==> config.mk <==
export PLATFORM = sky130hd
export DESIGN_NAME = rate_enable_gen
export DESIGN_NICKNAME = d
export VERILOG_FILES = /design/src/rtl/rate_gen_pkg.sv /design/src/rtl/step_sync_edge.sv /design/src/rtl/rate_enable_gen.sv
export SDC_FILE = /design/constraint.sdc
export NUM_CORES = 1
export LEC_CHECK = 0
export BUFFER_PORTS_ARGS = -buffer_cell sky130_fd_sc_hd__buf_2
export CELL_PAD_IN_SITES_DETAIL_PLACEMENT = 1
export CELL_PAD_IN_SITES_GLOBAL_PLACEMENT = 2
export CORE_ASPECT_RATIO = 0.7
export CORE_MARGIN = 3
export CORE_UTILIZATION = 36
export DETAILED_ROUTE_END_ITERATION = 12
export MAX_ROUTING_LAYER = met4
export PLACE_DENSITY_LB_ADDON = 0.1
export SYNTH_ARGS = -nofsm -noshare
export SYNTH_HDL_FRONTEND = slang
export SYNTH_SLANG_ARGS = --single-unit
export TNS_END_PERCENT = 30
==> constraint.sdc <==
create_clock -name clock -period 1.93 [get_ports clock]
set_input_delay 0.2895 -clock clock [delete_from_list [all_inputs] [get_ports clock]]
set_output_delay 0.2895 -clock clock [all_outputs]
set_load 0.01 [all_outputs]
==> src/rtl/rate_gen_pkg.sv <==
// Shared definitions for the rate enable generator: FSM encoding, rate-select
// codes and the reload-value function. Defining RATE_GEN_FAST_SIM_EN swaps the
// CLK_HZ-based reload values for short 4/8/16-cycle periods.
package rate_gen_pkg;

    typedef enum logic {
        PAUSE = 1'b0,
        RUN   = 1'b1
    } state_t;

    localparam logic [1:0] RATE_FULL = 2'b00;
    localparam logic [1:0] RATE_1HZ  = 2'b01;
    localparam logic [1:0] RATE_HALF = 2'b10;
    localparam logic [1:0] RATE_QTR  = 2'b11;

    // Down-counter start value; the pulse period is this value plus one.
    function automatic logic [31:0] reload_val(input logic [1:0] sel,
                                               input int unsigned clk_hz);
        logic [31:0] r;
`ifdef RATE_GEN_FAST_SIM_EN
        // The clock rate plays no part in the short-period build.
        logic unused_hz;
        unused_hz = ^clk_hz;
        case (sel)
            RATE_1HZ:  r = 32'd3;
            RATE_HALF: r = 32'd7;
            RATE_QTR:  r = 32'd15;
            default:   r = 32'd0;
        endcase
`else
        case (sel)
            RATE_1HZ:  r = clk_hz - 32'd1;
            RATE_HALF: r = (clk_hz * 32'd2) - 32'd1;
            RATE_QTR:  r = (clk_hz * 32'd4) - 32'd1;
            default:   r = 32'd0;
        endcase
`endif
        return r;
    endfunction

endpackage

==> src/rtl/step_sync_edge.sv <==
// Two-flop synchroniser for an asynchronous active-low pushbutton followed by
// a falling-edge detector. A press of any length yields a single-cycle pulse.
module step_sync_edge (
    input  logic clock,
    input  logic clear_b,
    input  logic din_n,
    output logic pulse
);

    logic din_p0;
    logic din_p1;
    logic din_p2;

    // Synchronise the raw button and keep one extra delayed copy for edge detect.
    always_ff @(posedge clock or negedge clear_b) begin
        if (!clear_b) begin
            din_p0 <= 1'b1;
            din_p1 <= 1'b1;
            din_p2 <= 1'b1;
        end else begin
            din_p0 <= din_n;
            din_p1 <= din_p0;
            din_p2 <= din_p1;
        end
    end

    // High for the one cycle where the synchronised level has just gone low.
    assign pulse = din_p2 & ~din_p1;

endmodule

==> src/rtl/rate_enable_gen.sv <==
// Enable-pulse source for the 8-bit counter: a RUN/PAUSE FSM with a loadable
// down-counter producing one-cycle enables at a selectable rate, plus a
// single-step pushbutton honoured only while paused.
// Build option: RATE_GEN_FAST_SIM_EN selects short reload values (3/7/15).
module rate_enable_gen
    import rate_gen_pkg::*;
#(
    parameter int unsigned CLK_HZ = 50000000,
    parameter int unsigned CNT_W  = 28
) (
    input  logic       clock,
    input  logic       clear_b,
    input  logic [1:0] rate_sel,
    input  logic       run,
    input  logic       step_n,
    output logic       enable_out,
    output logic       running,
    output logic       beat
);

    state_t            state_q;
    state_t            state_d;
    logic [CNT_W-1:0]  cnt_q;
    logic [CNT_W-1:0]  cnt_d;
    logic [1:0]        rate_q;
    logic              enable_d;
    logic              step_pulse;
    logic [CNT_W-1:0]  reload_new;
    logic              cnt_zero;

    step_sync_edge u_step (
        .clock   (clock),
        .clear_b (clear_b),
        .din_n   (step_n),
        .pulse   (step_pulse)
    );

    assign reload_new = CNT_W'(reload_val(rate_sel, CLK_HZ));
    assign cnt_zero   = (cnt_q == '0);
    assign running    = (state_q == RUN);

    // Next state, next count and the enable decision for the coming cycle.
    always_comb begin
        state_d  = state_q;
        cnt_d    = cnt_q;
        enable_d = 1'b0;
        case (state_q)
            PAUSE: begin
                enable_d = step_pulse;
                if (run) begin
                    state_d = RUN;
                    cnt_d   = reload_new;
                end
            end
            RUN: begin
                if (!run) begin
                    // Count freezes and the exit cycle never pulses.
                    state_d = PAUSE;
                end else if (cnt_zero) begin
                    // A boundary wins over a rate change; reload takes the new rate.
                    enable_d = 1'b1;
                    cnt_d    = reload_new;
                end else if (rate_sel != rate_q) begin
                    cnt_d = reload_new;
                end else begin
                    cnt_d = cnt_q - CNT_W'(1);
                end
            end
            default: state_d = PAUSE;
        endcase
    end

    // State, counter, rate history and registered outputs.
    always_ff @(posedge clock or negedge clear_b) begin
        if (!clear_b) begin
            state_q    <= PAUSE;
            cnt_q      <= '0;
            rate_q     <= RATE_FULL;
            enable_out <= 1'b0;
            beat       <= 1'b0;
        end else begin
            state_q    <= state_d;
            cnt_q      <= cnt_d;
            rate_q     <= rate_sel;
            enable_out <= enable_d;
            beat       <= beat ^ enable_d;
        end
    end

endmodule

# After elaboration in Yosys (flattened, before gate mapping)

Index checks and enable logic that the tools add are counted.
Widths: inputs -> output; s select.

Register bits: 36
Input bits: 6
Output and inout port bits: 3
Word-level logic and storage cells: 31

Add/sub/neg operators: 1
Eq/ne operators: 6
Muxes and demuxes: 10
Bitwise gates (word level): 4
Reductions and logical operators: 2

Operator list:

| cell                  | count |
|---|---|
| $mux 28               | 4 |
| $pmux 28 s3           | 1 |
| $pmux 28 s2           | 1 |
| $logic_not 28->1      | 1 |
| $sub 28x1->28 const B | 1 |
| $eq 2x2->1 const B    | 2 |
| $ne 2x2->1 const B    | 2 |
| $mux 1                | 3 |
| $eq 2x1->1 const B    | 1 |
| $ne 2x2->1            | 1 |
| $not 1->1             | 2 |
| $pmux 1 s2            | 1 |
| $reduce_and 2->1      | 1 |
| $and 1x1->1           | 1 |
| $xor 1x1->1           | 1 |

# Logic depth before layout (Yosys ltp)

Depth after elaboration: 6
Gate-level depth with buffers: 9
Gate-level depth less buffers: 7

# Hierarchy

Synthesis repeated with hierarchy kept, for this count alone.

Cells, all modules: 234
Area total of the unflattened synthesis: 2220.9 µm²

By module, submodules not included:

| module          | instances | cells each | area an instance (µm²) | seq. area each (µm²) |
|---|---|---|---|---|
| rate_enable_gen | 1         | 230        | 2128.3                 | 825.8 |
| step_sync_edge  | 1         | 4          | 92.6                   | 78.8 |

# Worst setup path before layout

Ideal clock, no wire load.

Path type: flip-flop to flip-flop
Start: register cnt_q[0]
End: register cnt_q[22]
Library setup time: 0.090 ns
Arrival time: 2.033 ns
Required time: 1.840 ns
Path slack: -0.193 ns
Cell stages (with the launch flop): 9
Buffers on the path: 1
Period minus slack after synthesis: 2.123 ns
Cell sequence: dfrtp_1 > inv_1 > ha_1 > nor4b_2 > and3_1 > buf_2 > nand2b_1 > or4_1 > o2111ai_1

Cells in the longest elaborated chain, start to end: 5
Elaborated cells between the ends (all ways): 6
Classes of those cells: add/sub (1); mux (4); reduce/logical (1)

Ends and longest elaborated chain:

| item                   | line                  | RTL |
|---|---|---|
| from (decl)            | rate_enable_gen.sv:23 | `logic [CNT_W-1:0] cnt_q;` |
| from (signal assigned) | rate_enable_gen.sv:83 | `cnt_q <= cnt_d;` |
| $sub 28x1->28          | rate_enable_gen.sv:66 | `cnt_d = cnt_q - CNT_W'(1);` |
| $mux 28                | rate_enable_gen.sv:63 | `end else if (rate_sel != rate_q) begin` |
| $mux 28 *              | rate_enable_gen.sv:59 | `end else if (cnt_zero) begin` |
| $mux 28 *              | rate_enable_gen.sv:56 | `if (!run) begin` |
| $pmux 28 s2 *          | rate_enable_gen.sv:47 | `case (state_q)` |

Every way passes the cells marked *; elsewhere a longest branch is shown, timed or not. The select of a mux whose other input is x is not followed.
A chain may end at the register's enable or synchronous reset.

# Worst setup path in the final report

Start: register cnt_q[1]
End: register cnt_q[19]

Same word-level chain as after synthesis.

==> flow_summary.yaml <==
final_layout:
  layout.nets: 329
  utilization: 0.566
  antenna_cells: 0
  final_area_um2: 3310
  area_growth_syn_to_layout_pct: 48.9
  seq_area_um2: 905
  multi_input_area_um2: 1450
  drive_above_1_share: 0.484
  fillers: 658
clocking:
  hold_buffers: 0
  numCtsBuffers: 5
  numClockSinks: 36
  h-tree-depth: 2
  cts_tree: "done"
  cts_buffer_depth: 2
  insertion_delay_ns: 0.29
  cts_root_buf: "clkbuf_8"
  clk_pin_slew_ns: 0.08
critical_path:
  critPathArrivalTime_ns: 2.34
  critPathKind: "reg -> reg"
  slowest_stage: "or4_4"
  regToRegStartpoint: "cnt_q[1]"
  cp-end-kind: "register"
  worstPathRequired_ns: 2.16
  startpoint: "cnt_q[1]"
  slowest_delay_ns: 0.43
  start_kind: "register"
  crit_chain: "buf_6, nor4_4, buf_4, and4b_2, nand3b_1, or4_4, nand4b_1"
  worstPathMaxFanout: 4
yosys:
  ys_seq_area_frac: 0.407
  syn_inst: 234
  synth_area_leaders: "dfrtp_1 37%, mux2i_1 3.6%, nand3_1 3.6%, dfstp_2 3.5%, ha_1 3.4%"
  synthDominantCellAreaShare: 0.372
  synth_commonest_cells: "33 x dfrtp_1, 17 x nand2_1, 16 x nand3_1"
  ys_async_sr_fraction: 1.00
  synth_edf_count: 0
  syn_area_per_cell_um2: 9.50
  yosysWarningCount: 0
  yosysMostFrequentCell: "dfrtp_1"
  yosys.cell_types.count: 54
  ys_ff_latch: 36
  synth_area_um2: 2220
  synth_nets: 246
  synthFlopType: "dfrtp_1"
  yosys.area.top_type: "dfrtp_1"
route:
  post-route-drc-count: 0
  drt_iter0_markers: 92
  drt_pass1_iterations: 4
  dr_total_vias: 2249
  via_per_inst: 5.72
  ant_nets: 0
  avgRoutedWirePerCell_um: 20.3
  totalWireLength_um: 7970
place:
  hpwlAfterDp_um: 5460
  placed_cell_area_um2: 2820
  place_congestion: 0.883
  pre_cts_ws_ns: -0.189
  portBuffers: 8
timing:
  worst_pin_slew_ns: 0.484
  drv_slew: 0
  max_freq_mhz: 475
  fin_skew_ns: 0.00799
  setup_ws_ns: -0.177
  period_needed_ns: 2.11
  fin_crit_sh: 1.09
  relSlewSlack: 0.677
  hold_viol: 0
  setup-violations-final: 20
  holdWs_ns: 0.0358
  grt_setup_unrepaired: "true"
die:
  row_count: 23
  die-area_um2: 7170
  die_w_um: 99.9
  fp.dieH_um: 71.7
  core_area_um2: 5840
  io_pins: 9
  initial_core_util: 0.380
power:
  p_comb_frac: 0.291
  power_frac_seq: 0.411
  clockPowerShare: 0.298
  ir_drop_v: 0.000300
  leakagePower_nw: 1.41
  swShare: 0.319
  p_sw_mw: 0.733
  p_per_area_nw_per_um2: 694
  intPower_mw: 1.56
grt:
  track_usage: 0.228
  grt_max_degree: 38
  grt_pass1_wl_um: 12500
  use_met1: 0.304
  grt_pass1_vias: 2421
  use_met2: 0.359
  use_met3: 0.0399
  busiest_layer: "met2"
  grt-ovfl-total: 0
  antenna_found_initial: 0
outcome:
  status: "complete, but fails checks"
  violations: "setup timing"
run:
  cap_viol_max_count: 0
hold_path:
  timing.hold.worst.class: "in -> async"
==> sequential cells by signal (all words and copies together) (netlist names) <==
signal and flops:
u_step.din_p0 1, u_step.din_p2 1, enable_out 1, rate_q 2, beat 1, u_step.din_p1 1
running 1, cnt_q 28
==> logic make-up after synthesis <==
logic type | Yosys count | share of synthesized area
flip-flops | 36 | 0.407
AND/OR/NAND/NOR | 105 | 0.299
AO/OA/AOI/OAI | 48 | 0.159
adder cells (fa/ha/maj) | 6 | 0.0338
buffers and inverters | 27 | 0.0484
XOR/XNOR | 3 | 0.0118
multiplexers | 9 | 0.0411
==> final cells by class <==
type / count / share of cell area
Clock buffer: 5 / 0.0208
Clock inverter: 3 / 0.0129
Inverter: 14 / 0.0159
Multi-Input combinational cell: 171 / 0.437
Sequential cell: 36 / 0.273
Tap cell: 75 / 0.0284
Timing Repair Buffer: 89 / 0.211
==> per-layer routing <==
layer,wire length (µm),part of all wire
met5,0,0
met4,121,0.015
met3,258,0.032
met2,3800,0.48
met1,3800,0.48
==> final timing paths <==
check,slack (ns),cells past startpoint,endpoint
max,-0.18,7,cnt_q[19]
min,0.04,2,beat
max reg2reg,-0.18,7,cnt_q[19]
min reg2reg,0.37,0,u_step.din_p2
max in group asynchronous,1.54,2,u_step.din_p0
min in group clock,0.10,1,u_step.din_p0
==> critical path, delay by kind of cell (launching register included) <==
kind                   cells  cell delay (ns)
DFF                        1             0.41
and+or+nand+nor            5             1.30
buffers and inverters      2             0.33
==> power groups by stage <==
stage                     Clock (mW)  Sequential, mW  Combinational, mW
after CTS                      0.702           0.941              0.569
after global routing           0.732           0.958              0.718
final                          0.684           0.944              0.667
after global placement             0           0.943              0.512
after floorplan                    0           0.963              0.239
after detailed placement           0           0.954              0.537
==> what timing repair did <==
action / in CTS / in global routing
setup buffers: 5 / 11
gates resized for setup: 20 / 44
endpoints found under the setup margin: 26 / 28
cloned: 0 / 1
pin swaps: 7 / 14
==> per-stage QoR <==
step	instances	setup TNS, ns	power [mW]
3_3_place_gp	368	-0.851	1.45
3_5_place_dp	368	-2.27	1.49
2_1_floorplan	234	-0.0504	1.20
5_1_grt	393	-3.39	2.41
4_1_cts	381	-0.945	2.21
6_report	393	-1.22	2.30
==> layout by cell type (no fill, tap or decap), drive strengths merged, types with 4 or more instances in the layout <==
master	count
a22oi	4
nand3	17
nor3	12
dfrtp	33
inv	14
nand4	5
nand3b	4
ha	6
mux2i	8
or4	5
and3	5
or3	6
o21ai	9
o2111ai	4
nor2	9
nand2	17
a2bb2oi	5
nand4b	4
a21oi	8
nor4	9
clkbuf	5
buf	89
(Power assumes the default switching activity.)
